==> config.mk <==
export PLATFORM = sky130hd
export DESIGN_NAME = timer_compare_unit
export DESIGN_NICKNAME = d
export VERILOG_FILES = /design/src/rtl/timer_compare_unit.sv
export SDC_FILE = /design/constraint.sdc
export NUM_CORES = 1
export LEC_CHECK = 0
export ABC_AREA = 1
export BUFFER_PORTS_ARGS = -buffer_cell sky130_fd_sc_hd__buf_2
export CORE_MARGIN = 3
export CORE_UTILIZATION = 61
export CTS_CLUSTER_DIAMETER = 60
export CTS_CLUSTER_SIZE = 30
export DETAILED_ROUTE_END_ITERATION = 12
export GPL_TIMING_DRIVEN = 0
export PLACE_DENSITY = 0.9
export SLEW_MARGIN = 20
export SYNTH_ARGS = -nofsm -noshare
export SYNTH_HDL_FRONTEND = slang
export SYNTH_SLANG_ARGS = --single-unit
==> constraint.sdc <==
create_clock -name clk -period 1.9 [get_ports clk]
set_input_delay 0.285 -clock clk [delete_from_list [all_inputs] [get_ports clk]]
set_output_delay 0.285 -clock clk [all_outputs]
set_load 0.05 [all_outputs]
==> src/rtl/timer_compare_unit.sv <==
// Output-compare / PWM unit: a prescaled up-counter matched against a shadowed
// compare value drives cmp_out and raises a one-cycle match_irq per match event.
module timer_compare_unit (
    input  logic        clk,
    input  logic        reset,
    input  logic        wen,
    input  logic        ren,
    input  logic [1:0]  add,
    input  logic [31:0] t_data,
    input  logic [1:0]  out_sel,
    output logic [31:0] r_data,
    output logic        data_ready,
    output logic        cmp_out,
    output logic        match_irq,
    output logic [31:0] cnt_val
);

    localparam logic [1:0] ADDR_PRESC  = 2'b00;
    localparam logic [1:0] ADDR_CTRL   = 2'b01;
    localparam logic [1:0] ADDR_PERIOD = 2'b10;
    localparam logic [1:0] ADDR_CMP    = 2'b11;

    logic [31:0] prescaler;
    logic [31:0] period_sh;
    logic [31:0] period_act;
    logic [31:0] compare_sh;
    logic [31:0] compare_act;
    logic [31:0] pc;
    logic [31:0] cnt;
    logic        enable;
    logic        one_shot;

    logic        tick;
    logic        wrap;
    logic        match;
    logic        wr_presc;
    logic        wr_ctrl;
    logic        wr_period;
    logic        wr_cmp;
    logic        clear;
    logic [31:0] rd_mux;

    // Wrap takes priority over match in the PWM modes so compare==period
    // leaves the pin in its wrap level.
    function automatic logic next_cmp_out(input logic [1:0] mode, input logic cur,
                                          input logic wrap_ev, input logic match_ev);
        logic nxt;
        nxt = cur;
        case (mode)
            2'b00: if (match_ev) nxt = ~cur;
            2'b01: begin
                if (wrap_ev)       nxt = 1'b1;
                else if (match_ev) nxt = 1'b0;
            end
            2'b10: begin
                if (wrap_ev)       nxt = 1'b0;
                else if (match_ev) nxt = 1'b1;
            end
            default: nxt = match_ev;
        endcase
        return nxt;
    endfunction

    assign tick      = enable && (pc == prescaler);
    assign wrap      = tick && (cnt == period_act);
    assign match     = tick && (cnt == compare_act);
    assign wr_presc  = wen && (add == ADDR_PRESC);
    assign wr_ctrl   = wen && (add == ADDR_CTRL);
    assign wr_period = wen && (add == ADDR_PERIOD);
    assign wr_cmp    = wen && (add == ADDR_CMP);
    assign clear     = wr_ctrl && t_data[2];
    assign cnt_val   = cnt;

    always_comb begin
        rd_mux = 32'd0;
        case (add)
            ADDR_PRESC:  rd_mux = prescaler;
            ADDR_CTRL:   rd_mux = {30'd0, one_shot, enable};
            ADDR_PERIOD: rd_mux = period_sh;
            default:     rd_mux = compare_sh;
        endcase
    end

    always_ff @(posedge clk) begin
        if (reset) begin
            prescaler   <= 32'd0;
            period_sh   <= 32'd0;
            period_act  <= 32'd0;
            compare_sh  <= 32'd0;
            compare_act <= 32'd0;
            pc          <= 32'd0;
            cnt         <= 32'd0;
            enable      <= 1'b0;
            one_shot    <= 1'b0;
            r_data      <= 32'd0;
            data_ready  <= 1'b0;
            cmp_out     <= 1'b0;
            match_irq   <= 1'b0;
        end else begin
            data_ready <= ren;
            if (ren) r_data <= rd_mux;

            match_irq <= match;
            cmp_out   <= next_cmp_out(out_sel, cmp_out, wrap, match);

            if (clear) begin
                pc  <= 32'd0;
                cnt <= 32'd0;
            end else begin
                pc <= (!enable || tick) ? 32'd0 : pc + 32'd1;
                if (tick) cnt <= wrap ? 32'd0 : cnt + 32'd1;
            end

            // Shadow copy happens before this cycle's write lands in the shadow.
            if (wrap) begin
                period_act  <= period_sh;
                compare_act <= compare_sh;
            end
            if (wr_presc) prescaler <= t_data;
            if (wr_period) begin
                period_sh <= t_data;
                if (!enable) period_act <= t_data;
            end
            if (wr_cmp) begin
                compare_sh <= t_data;
                if (!enable) compare_act <= t_data;
            end

            if (wrap && one_shot) enable <= 1'b0;
            if (wr_ctrl) begin
                enable   <= t_data[0];
                one_shot <= t_data[1];
            end
        end
    end

endmodule

==> flow_metrics.env, run 1 <==
export IMPL_grt_pass1_wl_microns=71400
export IMPL_drt_wl_total_microns=48200
export IMPL_htreeDepth=1
export IMPL_dieArea_sq_mm=0.0239
export IMPL_first_iter_violations=1447
export IMPL_area_growth_pct=22.1
export IMPL_final_period_utilization=1.16
export IMPL_switchingPower_mw=3.93
export IMPL_whs_ns=0.0510
export IMPL_io_pins=107
export IMPL_portBuffers=105
export IMPL_grt_pass1_vias=13200
export IMPL_crit_required_ns=2.28
export IMPL_cp_slowest_cell="dfxtp_1"
export IMPL_p_leak_nw=7.02
export IMPL_rr_worst_depth=11
export IMPL_rows=53
export IMPL_chipWidth_microns=154
export IMPL_tightest_slew_ns=0.777
export IMPL_cts_path_max_buffers=3
export IMPL_start_util=0.629
export IMPL_total_power_mw=12.6
export IMPL_ys_top_cells_by_area="dfxtp_1 39%, nand2_1 13%, o21ai_0 8.2%"
export IMPL_clock_latency_ns=0.54
export IMPL_crit_path_start_kind="flip-flop"
export IMPL_endpoint_kind="flip-flop"
export IMPL_synth_top_area_frac=0.389
export IMPL_die_height_microns=154
export IMPL_clk_pin_slew_ns=0.08
export IMPL_power_density_mw_per_mm2=767
export IMPL_cts_tree="done"
export IMPL_skew_ns=0.0197
export IMPL_post_drt_wl_per_cell_microns=19.9
export IMPL_detail_route_antenna_nets=0
export IMPL_drt_pass1_iter_count=8
export IMPL_synth_edf_count=0
export IMPL_period_minus_slack_ns=2.21
export IMPL_max_stage_delay_ns=0.31
export IMPL_setup_tns_final_ns=-27.62
export IMPL_layout_setup_ws_ns=-0.309
export IMPL_grt_max_degree=26
export IMPL_crit_type="flip-flop to flip-flop"
export IMPL_place_ws_ns=-0.555
export IMPL_syn_inst=1977
export IMPL_design_area_sq_mm=0.0164
export IMPL_utilization=0.768
export IMPL_synth_ff_type="dfxtp_1"
export IMPL_power_frac_seq=0.469
export IMPL_numCtsBuffers=22
export IMPL_pwr_share_comb=0.123
export IMPL_drv_cap=0
export IMPL_drc=0
export IMPL_setup_violations=131
export IMPL_ir_worst_vdd_v=0.000707
export IMPL_gp_congestion=1.10
export IMPL_synthTopCellsByCount="448 x nand2_1, 261 x dfxtp_1, 260 x inv_1, 221 x o21ai_0, 214 x nor2_1"
export IMPL_via_per_inst=5.84
export IMPL_layout_drive_gt1_share=0.215
export IMPL_final_nets=2170
export IMPL_cp_max_fo=10
export IMPL_status="finished with violations"
export IMPL_hold_depth=3
export IMPL_cts_hold_fix_buffers=0
export IMPL_root_buffer="clkbuf_16"
export IMPL_finalHoldViolCount=0
export IMPL_final_cells=2419
export IMPL_yosysSeqAreaShare=0.389
export IMPL_grt_usage=0.377
export IMPL_ys_ff_latch=261
export IMPL_dp_cells=2357
export IMPL_ys_async_sr_fraction=0
export IMPL_p_clk_frac=0.409
export IMPL_core_area_sq_mm=0.0214
export IMPL_swShare=0.312
export IMPL_grt_antenna_before_repair=0
export IMPL_via_count=14100
export IMPL_ys_warn_count=0
export IMPL_syn_nets=2019
export IMPL_cp_arrival_ns=2.59
export IMPL_max_freq_ghz=0.453
export IMPL_grt_setup_unrepaired="yes"
export IMPL_slew_viol_final=0
export IMPL_avgSynthCellArea_sq_um=6.80
export IMPL_min_path_type="input pin to flip-flop"
export IMPL_violations="negative setup slack"
export IMPL_dp_hpwl_microns=35500
export IMPL_synth_distinct_cells=39
export IMPL_n_antenna_cell=0
export IMPL_overflow=0
export IMPL_syn_area_sq_mm=0.0134
export IMPL_crit_top_cell="buf_12"
export IMPL_synth_top_cell_by_area="dfxtp_1"
export IMPL_cp_cell_sequence="buf_2 -> xnor2_1 -> nand4_1 -> nor2_1 -> nand2_2 -> nor2_4 -> nand3_4 -> buf_12 -> buf_12 -> o21bai_1 -> a21oi_1"
export IMPL_post_synth_top_count_cell="nand2_1"
export IMPL_slew_headroom=0.482
export IMPL_numClockSinks=261
export IMPL_p_int_mw=8.65
export IMPL_place_area_sq_mm=0.0144
[path summary, 6_finish.rpt]
| path | startpoint | slack [ns] | to |
|---|---|---|---|
| max | pc[21] | -0.31 | enable |
| min | t_data[24] | 0.05 | prescaler[24] |
| max reg2reg | pc[21] | -0.31 | enable |
| min reg2reg | prescaler[28] | 0.50 | prescaler[28] |
[worst max-delay path, delay by kind of cell (launching register included)]
kind	cells	cell delay, ns
xor gates and xnor gates	1	0.30
and+or+nand+nor	5	0.72
DFF	1	0.31
AOI/OAI and AO/OA	2	0.20
buffers and inverters	3	0.52
[flip-flops by register name, indices dropped and copies added (netlist names)]
register / cells
compare_sh: 32
data_ready: 1
pc: 32
compare_act: 32
cmp_out: 1
period_act: 32
one_shot: 1
match_irq: 1
cnt_val: 32
prescaler: 32
period_sh: 32
r_data: 32
enable: 1
[cells in the final DEF, fill, tap and decap left out, types with 6 or more instances in the layout]
master,netlist,layout
buf_4,5,40
o21ai_1,39,32
dfxtp_1,261,192
dfxtp_2,0,50
nor3_1,45,42
xnor2_1,50,43
nand2_4,0,26
nor2_4,1,7
buf_6,9,6
nand2_1,448,403
buf_2,28,110
o211ai_2,32,32
nand3_1,36,28
xor2_1,39,37
a21oi_1,116,115
o21ai_0,221,215
clkbuf_1,73,62
nor2_2,0,19
buf_12,0,8
a41oi_1,30,30
nand2_2,1,20
nor2_1,214,189
inv_1,260,250
inv_2,7,16
clkbuf_16,0,26
o21ai_2,0,11
xnor2_2,0,6
buf_8,0,6
nand3_4,0,6
nand4_1,30,30
dfxtp_4,0,19
[repair_timing]
action	in CTS	in global routing
setup buffers	23	17
endpoints found under the setup margin	131	129
cloned	2	3
pin swaps	32	35
gates resized for setup	136	146
[routing by layer]
| metal | vias to the layer above | GRT usage | routed length [microns] |
|---|---|---|---|
| li1 | 6646 | - | - |
| met2 | 885 | 0.648 | 22500 |
| met5 | - | 0 | 0 |
| met1 | 6401 | 0.471 | 18000 |
| met4 | 0 | 0.169 | 2740 |
| met3 | 190 | 0.0515 | 4880 |
[area by class of cell]
type | count | area (sq um)
multi-input combinational | 1329 | 7290
sequential | 261 | 5360
fill | 1599 | 4950
inverter | 269 | 1020
timing repair buffer | 148 | 957
buffer | 97 | 621
clock buffer | 23 | 576
tap | 275 | 344
clock inverter | 17 | 246
[power by group through the flow]
stage	sequential, mW	combinational (mW)	clock [mW]
2_1_floorplan	6.07	0.818	0
3_3_place_gp	5.99	1.35	0
3_5_place_dp	6.00	1.37	0
4_1_cts	5.87	1.43	5.13
5_1_grt	5.91	1.68	5.34
6_report	5.90	1.54	5.14
[cells by family after synthesis]
kind of cell             after synthesis  synth area share
XOR/XNOR                              89            0.0580
AND/OR/NAND/NOR                      792             0.241
flip-flops                           261             0.389
buffers and inverters                387             0.117
adder cells (fa/ha/maj)                2           0.00186
AO/OA/AOI/OAI                        446             0.194
Power figures use the tool's default switching activity.
==> run 2: changes to the inputs <==
- CELL_PAD_IN_SITES_DETAIL_PLACEMENT: default -> 2
- CELL_PAD_IN_SITES_GLOBAL_PLACEMENT: default -> 2
- CORE_UTILIZATION: 61 -> 34
- PLACE_DENSITY: 0.9 -> 0.89
==> run 2 against run 1 <==
Effect of this change: the run still ends with negative setup slack left; sequential cell count is the same; via count grew 22%; critical endpoint is now compare_act[30]; count of clock-buffer cells in the layout grew 20; critical path type unchanged.
==> flow_metrics.env, run 2 (synthesis gave the netlist of run 1 again) <==
export IMPL_dieArea_sq_mm=0.0420
export IMPL_cts_path_max_buffers=3
export IMPL_total_power_mw=15.2
export IMPL_clock_latency_ns=0.60
export IMPL_first_iter_violations=1622
export IMPL_grt_max_degree=16
export IMPL_grt_use_met1=0.405
export IMPL_tightest_slew_ns=1.01
export IMPL_place_area_sq_mm=0.0147
export IMPL_rows=72
export IMPL_p_leak_nw=7.73
export IMPL_grt_antenna_before_repair=4
export IMPL_min_path_type="input pin to flip-flop"
export IMPL_switchingPower_mw=5.09
export IMPL_start_util=0.346
export IMPL_max_stage_delay_ns=0.37
export IMPL_slew_headroom=0.322
export IMPL_cts_hold_fix_buffers=0
export IMPL_regArea_sq_mm=0.00546
export IMPL_layout_drive_gt1_share=0.286
export IMPL_numCtsBuffers=34
export IMPL_crit_required_ns=2.40
export IMPL_numClockSinks=261
export IMPL_power_frac_seq=0.392
export IMPL_grt_usage=0.370
export IMPL_multi_input_area_sq_mm=0.00755
export IMPL_clk_pin_slew_ns=0.06
export IMPL_gp_congestion=0.913
export IMPL_ir_worst_vdd_v=0.000911
export IMPL_io_pins=107
export IMPL_setup_tns_final_ns=-77.77
export IMPL_grt_setup_unrepaired="yes"
export IMPL_crit_path_start_kind="flip-flop"
export IMPL_final_nets=2250
export IMPL_via_count=17200
export IMPL_gr_usage_met3=0.0599
export IMPL_endpoint_kind="flip-flop"
export IMPL_pwr_share_comb=0.134
export IMPL_nFillCells=4374
export IMPL_design_area_sq_mm=0.0183
export IMPL_final_common_cell="nand2_1"
export IMPL_skew_ns=0.0546
export IMPL_top_usage_layer="met2"
export IMPL_cp_cell_sequence="xnor2_2 -> nand4_1 -> nor2_2 -> nand2_2 -> nor2_4 -> nand3_4 -> buf_6 -> buf_16 -> buf_12 -> o211ai_2 -> nand2_1 -> inv_1"
export IMPL_portBuffers=105
export IMPL_mostFrequentLayoutCells="392 x nand2_1, 234 x inv_1, 180 x o21ai_0"
export IMPL_dp_hpwl_microns=47600
export IMPL_layout_setup_ws_ns=-0.815
export IMPL_detail_route_antenna_nets=0
export IMPL_grt_pass1_vias=17900
export IMPL_slew_viol_final=0
export IMPL_worst_path_buf_inv=4
export IMPL_swShare=0.335
export IMPL_drc=0
export IMPL_core_area_sq_mm=0.0388
export IMPL_overflow=0
export IMPL_max_freq_ghz=0.368
export IMPL_setup_violations=160
export IMPL_drv_cap=0
export IMPL_final_period_utilization=1.43
export IMPL_violations="negative setup slack"
export IMPL_chipWidth_microns=205
export IMPL_crit_type="flip-flop to flip-flop"
export IMPL_met2_usage=0.659
export IMPL_status="finished with violations"
export IMPL_cp_max_fo=5
export IMPL_cp_slowest_cell="dfxtp_2"
export IMPL_via_per_inst=6.25
export IMPL_root_buffer="clkbuf_16"
export IMPL_drt_pass1_iter_count=5
export IMPL_finalHoldViolCount=0
export IMPL_period_minus_slack_ns=2.71
export IMPL_p_clk_frac=0.474
export IMPL_power_density_mw_per_mm2=834
export IMPL_drt_wl_total_microns=95000
export IMPL_p_int_mw=10.1
export IMPL_post_drt_wl_per_cell_microns=34.6
export IMPL_htreeDepth=2
export IMPL_die_height_microns=205
export IMPL_area_growth_pct=35.9
export IMPL_cp_arrival_ns=3.22
export IMPL_cts_tree="done"
export IMPL_grt_pass1_wl_microns=117000
export IMPL_crit_family="simple AND/OR/NAND/NOR gates"
export IMPL_place_ws_ns=-0.917
run 2: cell count changes in the layout (fill, tap and decap cells not counted), moves of 9 or more:
cell | before | now
buf_4 | 40 | 85
buf_6 | 6 | 17
clkbuf_16 | 26 | 46
dfxtp_1 | 192 | 167
dfxtp_4 | 19 | 47
inv_1 | 250 | 234
inv_2 | 16 | 28
nand2_1 | 403 | 392
nand2_2 | 20 | 40
nand2_4 | 26 | 17
nor2_1 | 189 | 179
nor3_2 | 2 | 11
o21ai_0 | 215 | 180
o21ai_1 | 32 | 59
run 2: power by group through the flow:
stage,sequential [mW],clock [mW],combinational [mW]
2_1_floorplan,6.07,0,0.818
3_3_place_gp,6.01,0,1.39
3_5_place_dp,6.03,0,1.47
4_1_cts,5.90,6.89,1.62
5_1_grt,5.96,7.41,2.09
6_report,5.97,7.22,2.04
run 2: layer usage:
layer  wire length (microns)  up-vias
met5                      29        -
met4                   10100        4
met3                    7190      635
met2                   45300     1258
met1                   32400     8464
li1                        -     6814
run 2: layout make-up:
cell class	instances	area share
Clock buffer	43	0.0529
Timing Repair inverter	2	0.000822
Antenna cell	1	0.000137
Clock inverter	16	0.00980
Tap cell	518	0.0355
Multi-Input combinational cell	1330	0.413
Inverter	269	0.0575
Timing Repair Buffer	216	0.0939
Buffer	94	0.0373
Sequential cell	261	0.299
run 2: through the flow:
step	utilization	std cells	hold WS [ns]
2_1_floorplan	-	1977	0.420
3_3_place_gp	0.378	2600	0.476
3_5_place_dp	0.378	2600	0.493
4_1_cts	0.438	2702	0.0360
5_1_grt	0.470	2749	0.0573
6_report	0.470	2750	0.0663
run 2: worst paths after layout:
| check | to | start | cells after the start | slack [ns] |
|---|---|---|---|---|
| worst min register to register | prescaler[9] | prescaler[9] | 2 | 0.52 |
| worst max-delay path | compare_act[30] | prescaler[30] | 12 | -0.81 |
| worst max register to register | compare_act[30] | prescaler[30] | 12 | -0.81 |
| worst min-delay path | prescaler[27] | t_data[27] | 3 | 0.07 |
run 2: worst reg2reg max path: stages (launching register included):
cell	delay (ns)
dfxtp_2	0.37
xnor2_2	0.24
nand4_1	0.34
nor2_2	0.28
nand2_2	0.11
nor2_4	0.21
nand3_4	0.16
buf_6	0.19
buf_16	0.16
buf_12	0.17
o211ai_2	0.18
nand2_1	0.13
inv_1	0.12
run 2: repair_timing:
| item | in CTS | in global routing |
|---|---|---|
| pin swaps | 49 | 50 |
| gates cloned | 4 | 14 |
| setup buffers | 62 | 34 |
| gates resized for setup | 266 | 217 |
| endpoints found under the setup margin | 141 | 164 |
